### src/rtl/div_cfg_pkg.sv
`default_nettype none
// ============================================================================
//  Module      : div_cfg_pkg
//  Description : Shared types and reset defaults for the divider configuration
//                sequencer: FSM state encoding, per-channel config record and
//                the power-on count values.
//  Revision    : 1.0 - initial release
// ============================================================================
package div_cfg_pkg;

    // Width of every count field carried in the channel record.
    localparam int CW_DEF = 32;

    // Counts that every shadow and active register returns to on reset.
    localparam logic [CW_DEF-1:0] DEF_HIGH = CW_DEF'(1);
    localparam logic [CW_DEF-1:0] DEF_LOW  = CW_DEF'(1);
    localparam logic [CW_DEF-1:0] DEF_WAIT = CW_DEF'(0);

    // Commit sequencer states.
    typedef enum logic [1:0] {
        IDLE    = 2'd0,
        HOLD    = 2'd1,
        LOAD    = 2'd2,
        RELEASE = 2'd3
    } state_t;

    // One divider channel's configuration (wait is a keyword, hence wait_cnt).
    typedef struct packed {
        logic [CW_DEF-1:0] high;
        logic [CW_DEF-1:0] low;
        logic [CW_DEF-1:0] wait_cnt;
    } ch_cfg_t;

    // Reset value of a channel record.
    function automatic ch_cfg_t cfg_default();
        ch_cfg_t c;
        c.high     = DEF_HIGH;
        c.low      = DEF_LOW;
        c.wait_cnt = DEF_WAIT;
        return c;
    endfunction

endpackage
`default_nettype wire

### src/rtl/div_cfg_bank.sv
`default_nettype none
// ============================================================================
//  Module      : div_cfg_bank
//  Description : N_CH-entry shadow register file holding host-written divider
//                counts. Writes to an index with no matching entry are dropped.
//  Revision    : 1.0 - initial release
// ============================================================================
module div_cfg_bank
    import div_cfg_pkg::*;
#(
    parameter int N_CH = 6
) (
    input  logic               clk,
    input  logic               rst,
    input  logic               wr_en,
    input  logic [2:0]         wr_ch,
    input  ch_cfg_t            wr_data,
    output ch_cfg_t [N_CH-1:0] shadow
);

    ch_cfg_t [N_CH-1:0] r_shadow;

    // Shadow write decode; an out-of-range index matches no entry.
    always_ff @(posedge clk) begin
        for (int i = 0; i < N_CH; i++) begin
            if (rst) begin
                r_shadow[i] <= cfg_default();
            end else if (wr_en && (wr_ch == 3'(i))) begin
                r_shadow[i] <= wr_data;
            end
        end
    end

    assign shadow = r_shadow;

endmodule
`default_nettype wire

### src/rtl/div_cfg_sequencer.sv
`default_nettype none
// ============================================================================
//  Module      : div_cfg_sequencer
//  Description : Applies host-written divider counts atomically. A commit holds
//                the selected dividers in reset, loads their new counts and
//                releases them together so their outputs restart aligned.
//                Optional macro DIV_CFG_VALIDATE_EN rejects channels whose
//                high or low count is zero and flags them on cfg_err.
//                CW must equal div_cfg_pkg::CW_DEF (record field width).
//  Revision    : 1.0 - initial release
// ============================================================================
module div_cfg_sequencer
    import div_cfg_pkg::*;
#(
    parameter int N_CH        = 6,
    parameter int CW          = CW_DEF,
    parameter int HOLD_CYCLES = 4
) (
    input  logic               clk,
    input  logic               rst,
    input  logic               cfg_wr,
    input  logic [2:0]         cfg_ch,
    input  logic [CW-1:0]      cfg_high,
    input  logic [CW-1:0]      cfg_low,
    input  logic [CW-1:0]      cfg_wait,
    input  logic               cfg_commit,
    input  logic [N_CH-1:0]    cfg_mask,
    output logic [N_CH*CW-1:0] high_count_o,
    output logic [N_CH*CW-1:0] low_count_o,
    output logic [N_CH*CW-1:0] wait_count_o,
    output logic [N_CH-1:0]    div_rst_o,
    output logic               busy,
    output logic               done,
    output logic               cfg_err
);

    localparam logic [7:0] C_HOLD_INIT = 8'(HOLD_CYCLES - 1);

    state_t             r_state;
    state_t             w_state_nxt;
    logic [7:0]         r_hold_cnt;
    logic [7:0]         w_hold_cnt_nxt;
    logic               w_accept;
    logic               w_empty_commit;
    logic               w_load;
    logic               w_release;

    logic [N_CH-1:0]    r_mask;
    logic [N_CH-1:0]    r_load_ok;
    logic [N_CH-1:0]    r_div_rst;
    logic               r_done;
    logic [N_CH-1:0]    w_valid;
    ch_cfg_t            r_active [N_CH];
    ch_cfg_t [N_CH-1:0] w_shadow;
    ch_cfg_t            w_wr_data;
    logic               w_wr_en;

    // Host writes only land while no commit is in flight.
    assign w_wr_en            = cfg_wr && (r_state == IDLE);
    assign w_wr_data.high     = cfg_high;
    assign w_wr_data.low      = cfg_low;
    assign w_wr_data.wait_cnt = cfg_wait;

    div_cfg_bank #(
        .N_CH (N_CH)
    ) u_bank (
        .clk     (clk),
        .rst     (rst),
        .wr_en   (w_wr_en),
        .wr_ch   (cfg_ch),
        .wr_data (w_wr_data),
        .shadow  (w_shadow)
    );

    // FSM state and hold-counter registers.
    always_ff @(posedge clk) begin
        if (rst) begin
            r_state    <= IDLE;
            r_hold_cnt <= 8'd0;
        end else begin
            r_state    <= w_state_nxt;
            r_hold_cnt <= w_hold_cnt_nxt;
        end
    end

    // Next-state decode and per-state strobes.
    always_comb begin
        w_state_nxt    = r_state;
        w_hold_cnt_nxt = r_hold_cnt;
        w_accept       = 1'b0;
        w_empty_commit = 1'b0;
        w_load         = 1'b0;
        w_release      = 1'b0;
        busy           = 1'b1;
        case (r_state)
            IDLE: begin
                busy = 1'b0;
                if (cfg_commit) begin
                    if (cfg_mask != '0) begin
                        w_accept       = 1'b1;
                        w_state_nxt    = HOLD;
                        w_hold_cnt_nxt = C_HOLD_INIT;
                    end else begin
                        w_empty_commit = 1'b1;
                    end
                end
            end
            HOLD: begin
                if (r_hold_cnt == 8'd0) begin
                    w_state_nxt = LOAD;
                end else begin
                    w_hold_cnt_nxt = r_hold_cnt - 8'd1;
                end
            end
            LOAD: begin
                w_load      = 1'b1;
                w_state_nxt = RELEASE;
            end
            RELEASE: begin
                w_release   = 1'b1;
                w_state_nxt = IDLE;
            end
            default: begin
                w_state_nxt = IDLE;
            end
        endcase
    end

`ifdef DIV_CFG_VALIDATE_EN
    // A channel with a zero high or low phase cannot run, so it is refused.
    always_comb begin
        w_valid = '0;
        for (int i = 0; i < N_CH; i++) begin
            w_valid[i] = (w_shadow[i].high != '0) && (w_shadow[i].low != '0);
        end
    end

    logic r_err;

    // Error flag is recomputed by each load and otherwise held.
    always_ff @(posedge clk) begin
        if (rst) begin
            r_err <= 1'b0;
        end else if (w_load) begin
            r_err <= |(r_mask & ~w_valid);
        end
    end

    assign cfg_err = r_err;
`else
    assign w_valid = '1;
    assign cfg_err = 1'b0;
`endif

    // Commit datapath: mask capture, active-count load and divider reset control.
    always_ff @(posedge clk) begin
        if (rst) begin
            r_mask    <= '0;
            r_load_ok <= '0;
            r_div_rst <= '1;
            r_done    <= 1'b0;
            for (int i = 0; i < N_CH; i++) begin
                r_active[i] <= cfg_default();
            end
        end else begin
            r_done <= w_release || w_empty_commit;
            if (w_accept) begin
                r_mask    <= cfg_mask;
                r_div_rst <= r_div_rst | cfg_mask;
            end
            if (w_load) begin
                r_load_ok <= r_mask & w_valid;
                for (int i = 0; i < N_CH; i++) begin
                    if (r_mask[i] && w_valid[i]) begin
                        r_active[i] <= w_shadow[i];
                    end
                end
            end
            if (w_release) begin
                r_div_rst <= r_div_rst & ~r_load_ok;
            end
        end
    end

    // Flatten active records onto the per-field output buses.
    for (genvar i = 0; i < N_CH; i++) begin : g_ports
        assign high_count_o[i*CW +: CW] = r_active[i].high;
        assign low_count_o[i*CW +: CW]  = r_active[i].low;
        assign wait_count_o[i*CW +: CW] = r_active[i].wait_cnt;
    end

    assign div_rst_o = r_div_rst;
    assign done      = r_done;

endmodule
`default_nettype wire
### config.mk
export PLATFORM = sky130hd
export DESIGN_NAME = div_cfg_sequencer
export DESIGN_NICKNAME = d
export VERILOG_FILES = /design/src/rtl/div_cfg_pkg.sv /design/src/rtl/div_cfg_bank.sv /design/src/rtl/div_cfg_sequencer.sv
export SDC_FILE = /design/constraint.sdc
export NUM_CORES = 2
export LEC_CHECK = 0
export ABC_AREA = 1
export BUFFER_PORTS_ARGS = -buffer_cell sky130_fd_sc_hd__buf_2
export CORE_ASPECT_RATIO = 1.2
export CORE_MARGIN = 8
export CORE_UTILIZATION = 50
export DETAILED_ROUTE_END_ITERATION = 16
export PLACE_DENSITY_LB_ADDON = 0.1
export SYNTH_ARGS = -nofsm -noshare
export SYNTH_HDL_FRONTEND = slang
export SYNTH_SLANG_ARGS = --single-unit
export TNS_END_PERCENT = 5
### constraint.sdc
create_clock -name clk -period 4.7 [get_ports clk]
set_input_delay 0.705 -clock clk [delete_from_list [all_inputs] [get_ports clk]]
set_output_delay 0.705 -clock clk [all_outputs]
set_load 0.005 [all_outputs]
# Word level (Yosys, flattened, before mapping)
# Memories as Yosys holds them, arrays and structs flattened.
# Index checks and enable logic that the tools add are counted.
[word_totals] memories=1 register_bits=605 ramBits=576 inputBits=109
[mem_list] name="r_active" words=6 width=96 rd=6 rd_clocked_by_memory_dff=0 write_ports=6 line_no="div_cfg_sequencer.sv:53" source="ch_cfg_t r_active [N_CH];"
[op_classes] n_bitwise=9 muxes=51 n_reduce_logical=16 n_eq_ne=12 add_sub_neg=1
[ops] operator="2-to-1 mux 96 bit" count=6
[ops] operator="2-to-1 mux 1 bit" count=35
[ops] operator="2-to-1 mux 8 bit" count=3
[ops] operator="one-hot mux 8 bit (2 select lines)" count=1
[ops] operator="2-to-1 mux 6 bit" count=2
[ops] operator="zero test 8 bit" count=1
[ops] operator="one-hot mux 2 bit (4 select lines)" count=1
[ops] operator="subtractor 8 x 1 -> 8 bit, second input constant" count=1
[ops] operator="logical AND 1 bit" count=7
[ops] operator="AND 6 bit" count=1
[ops] operator="== test 3 x 2 -> 1 bit, second input constant" count=2
[ops] operator="== test 3 bit, second input constant" count=2
[ops] operator="2-to-1 mux 2 bit" count=3
[ops] operator="!= test 2 bit, second input constant" count=3
[ops] operator="NOT 6 bit" count=1
[ops] operator="OR 1 bit" count=6
[ops] operator="OR 6 bit" count=1
[ops] operator="nonzero test 6 bit" count=1
[ops] operator="== test 2 bit, second input constant" count=2
[ops] operator="AND reduction 4 bit" count=1
[ops] operator="nonzero test 2 bit" count=2
[ops] operator="== test 3 x 1 -> 1 bit, second input constant" count=1
[ops] operator="zero test 3 bit" count=1
[ops] operator="AND reduction 3 bit" count=1
[ops] operator="other kinds (4)" count=4

# Longest topological paths before layout
[logic_depth] depth_word=6 mapped_depth=10

# Cells and area by module
# A second synthesis with hierarchy kept.
[hier_totals] hier_cells=5236 hier_area_um2=45944.1
[by_module_without_submodules] mod="div_cfg_sequencer" cells_each=1998 area_each_um2=23391.2 instances=1
[by_module_without_submodules] mod="div_cfg_bank" cells_each=3238 area_each_um2=22552.9 instances=1

# Least setup slack after synthesis
# No wires, ideal clock.
[synth_timing] kind="input to register" start="in rst" end="mem r_active[5][0] (netlist name) (enable)" n_path_buf=3 path_stages=5 arrival_time_ns=2.989 path_slack_ns=0.811 setup_ns=0.900 cell_sequence="inv_2 > buf_2 > buf_2 > clkbuf_1 > nand2_1"
[synth_lines] element="start: declaration" line_no="div_cfg_sequencer.sv:20" source="input logic rst,"
[synth_lines] element="end: declaration" line_no="div_cfg_sequencer.sv:53"

# Worst setup path in the final report
[layout_timing] start="reg r_state[0]" end="reg u_bank.r_shadow, in the netlist u_bank.shadow[508]"
[layout_between] elab_chain_len=3
[layout_rtl] element="start: declaration" line_no="div_cfg_sequencer.sv:39" source="state_t r_state;"
[layout_rtl] element="start signal: assignment" line_no="div_cfg_sequencer.sv:81" source="r_state <= w_state_nxt;"
[layout_rtl] element="zero test 2 bit" line_no="div_cfg_sequencer.sv:59" source="assign w_wr_en = cfg_wr && (r_state == IDLE);"
[layout_rtl] element="logical AND 1 bit" line_no="div_cfg_sequencer.sv:59"
[layout_rtl] element="logical AND 1 bit" line_no="div_cfg_bank.sv:28" source="end else if (wr_en && (wr_ch == 3'(i))) begin"
[layout_rtl] element="end signal: indexed assignment" line_no="div_cfg_bank.sv:27" source="r_shadow[i] <= cfg_default();"
[layout_rtl] element="end signal: indexed assignment" line_no="div_cfg_bank.sv:29" source="r_shadow[i] <= wr_data;"
[layout_rtl] element="end: declaration" line_no="div_cfg_bank.sv:21" source="ch_cfg_t [N_CH-1:0] r_shadow;"
# No other way between the ends.
# A chain may end at the register's enable or synchronous reset.

==> impl_results.md <==
* Outcome: finished, final reports clean
* Reg-to-reg endpoint: u_bank.shadow[508]
* Hold Path Stages at 3
* Worst Max-Slew Pin Slew at between 1000 and 1500 ps
* Reg2Reg Depth at 8
* Hold WS at around 340 ps
* Gr ovfl total at 0
* CP Class: flip-flop to flip-flop
* Most common cell after layout, fill and taps aside: buf_2
* R2r setup slk at roughly 1700 ps
* Top cell type's share of synthesized area at 41.3%
* Remaining DRCs at 0
* Die area at between 90000 and 100000 µm²
* Critical path arrival at between 3000 and 4000 ps
* Tot GR Track Use at 24.8%
* Post-synth cell types at 33
* Post-CTS setup buffers at 0
* Synthesized area at approximately 42000 µm²
* Hold Startpoint: cfg_mask[4]
* Sink Count at between 1000 and 1500
* Most area-consuming cells after synthesis: edfxtp_1 (41%), dfxtp_1 (29%), a21oi_1 (6.9%)
* Mapped Nets at 4061
* Placed instance count at 5538
* Hold violation count in the final report at 0
* Port-buffer cells at around 690
* First-pass detailed-route iteration total at 5
* CTS max path bufs at 3
* Setup Skew at roughly 19 ps
* Hold WC Path Type: input port to flip-flop
* Clock share of power at 39.6%
* Placer Congestion at 0.811
* DP Wirelength at 77.0 mm
* Synth Instances at slightly below 4000
* Warnings from Yosys at 0
* Vias per cell at approximately 5
* Vias post-DR at around 29000
* Die X at 280 µm
* CTS tree: done
* Worst Path Max Fanout at about 140
* Vias in the first global route at 27207
* Worst vdd ir at 400 µV
* Gates resized, CTS repair at 0
* CTS Hold Bufs at 0
* R2R Path Start: r_state[0]
* Max-slew violation count at 0
* Fin nets at 4647
* Primary FF master, synth: dfxtp_1
* Comb pwr share at just under 9%
* Yosys reg bits at 1181
* Worst hold path endpoint: r_mask[4]
* Syn Area/Cell at approximately 11 µm²
* Worst-Skew Late Latency at approximately 670 ps
* Die Ht at between 300 and 400 µm
* Row count at roughly 120
* Asr flop ratio synth at 0%
* Slew margin rel. at between 10% and 20%
* Reg clk slew, reported paths at about 60 ps
* Number of I/O pins at roughly 690
* Internal power of the cells at approximately 0.017 W
* Layout cells sized above 1 at between 10% and 20%
* First-pass GRT wire length at 176 mm
* Startpoint types: flip-flop
* H-Tree Depth at 3
* Starting Density at ~50%
* Area leader, netlist: edfxtp_1
* Unrepaired setup endpoints after global routing: no
* Syn-to-layout area delta at 18.1%
* Setup_tns at 0 ps
* WP data required at roughly 5200 ps
* Minimum clock period at 2990 ps
* Initial antenna violation count at 7
* Post-synth EDFFs at between 500 and 600
* MaxCap Viol Count at 0
* Fin util at 59.4%
* Sw Pwr at 0.00555 W
* Most frequent cells in the layout: buf_2 (692), dfxtp_1 (605), inv_1 (600), nor2_1 (595), a21oi_1 (579)
* FILL cells at around 7200
* Clock tree root driver cell: clkbuf_16
* Achievable Freq at between 300 and 400 MHz
* Largest net degree at the start of global routing at about 260
* Final Cycle Share at between 60% and 70%
* DR iter-0 viols at approximately 2400
* Worst Setup End Kind: flip-flop
* Post-Route WL at ~120 mm
* Avg WL per Cell at between 20 and 25 µm
* Leak Pwr at approximately 19 nW
* PwrDens at ~460 nW/µm²
* CTS buffer count at 112
* Finished Layout Cells at ~5700
* Post-synthesis sequential area ratio at 70.1%
* Sw frac at approximately a quarter
* Setup violators final at 0
* Part of the power in registers at approximately half
* Core Box Area at between 80000 and 90000 µm²
* DRT antenna net count at 0
routing by layer:
layer | track usage, % | vias to the layer above | share of wire, %
met2 | 41.1 | 1023 | 48
met3 | 6.83 | 180 | 8.7
li1 | - | 14143 | -
met1 | 31.2 | 13677 | 40
met4 | 8.51 | 2 | 3.2
met5 | 0 | - | 0.0066
cells in the mapped netlist (3+ instances only):
cell type	count
edfxtp_1	576
o21ai_0	483
nand2_1	89
inv_2	9
nand2_4	4
nand3_1	20
nor2_1	595
nand4_1	3
a21oi_1	579
buf_4	9
clkbuf_1	112
buf_1	3
inv_1	600
o21ai_1	96
buf_2	80
dfxtp_1	605
clkbuf_2	8
ha_1	7
buf_6	38
o211ai_1	12
cell families after synthesis:
kind of cell             after synthesis  synth area share [%]
adder cells (fa/ha/maj)                7                 0.209
flip-flops                          1181                  70.1
other                                  1               0.00894
buffers and inverters                862                  8.79
AND/OR/NAND/NOR                      722                  6.77
AO/OA/AOI/OAI                       1171                  14.1
XOR/XNOR                               1                0.0209
power groups by stage:
| stage | clock network (W) | registers, W | logic [W] |
|---|---|---|---|
| floorplan | 0 | 0.0119 | 0.00111 |
| global placement | 0 | 0.0120 | 0.00205 |
| detailed placement | 0 | 0.0120 | 0.00207 |
| CTS | 0.00919 | 0.0118 | 0.00208 |
| global route | 0.00959 | 0.0118 | 0.00228 |
| finish | 0.00906 | 0.0118 | 0.00205 |
worst max path at each step:
stage / cells after the start / to / startpoint
after CTS: 8 / u_bank.shadow[259] / r_state[0]
after global placement: 4 / r_active[5][49] / rst
final: 8 / u_bank.shadow[508] / r_state[0]
after floorplan: 5 / r_active[5][0] / rst
after global routing: 8 / u_bank.shadow[545] / r_state[0]
after detailed placement: 4 / r_active[5][46] / rst
worst max-delay path, cell delays in order, from the launching register on:
cell and delay (ps):
dfxtp_1 330, inv_1 130, ha_1 460, nand2_1 160, nor2_4 240, nand2_8 410
buf_4 540, o21ai_0 250, a21oi_1 70
metrics by stage:
step / total power [W] / worst slack [ps] / instance area [µm²]
4_1_cts: 0.0230 / 1760 / 49500
3_5_place_dp: 0.0140 / 1370 / 45800
2_1_floorplan: 0.0131 / 811 / 41900
3_3_place_gp: 0.0140 / 1390 / 45800
6_report: 0.0229 / 1710 / 49500
5_1_grt: 0.0237 / 1510 / 49500
sequential cells by signal (all words and copies together), names as in the netlist:
register,cells
r_mask,6
r_hold_cnt,8
u_bank.shadow,576
r_state,2
r_load_ok,6
div_rst_o,6
r_active,576
done,1
area by class of cell:
| cell class | instances | area (µm²) | share of cell area (%) |
|---|---|---|---|
| sequential | 1181 | 29400 | 59.4 |
| multi-input combinational | 1902 | 8910 | 18.0 |
| timing repair buffer | 723 | 3770 | 7.62 |
| clock buffer | 167 | 3220 | 6.50 |
| inverter | 611 | 2320 | 4.68 |
| tap | 1121 | 1400 | 2.83 |
| clock inverter | 41 | 472 | 0.953 |
| antenna | 3 | 7.51 | 0.0152 |
Power figures use the tool's default switching activity.
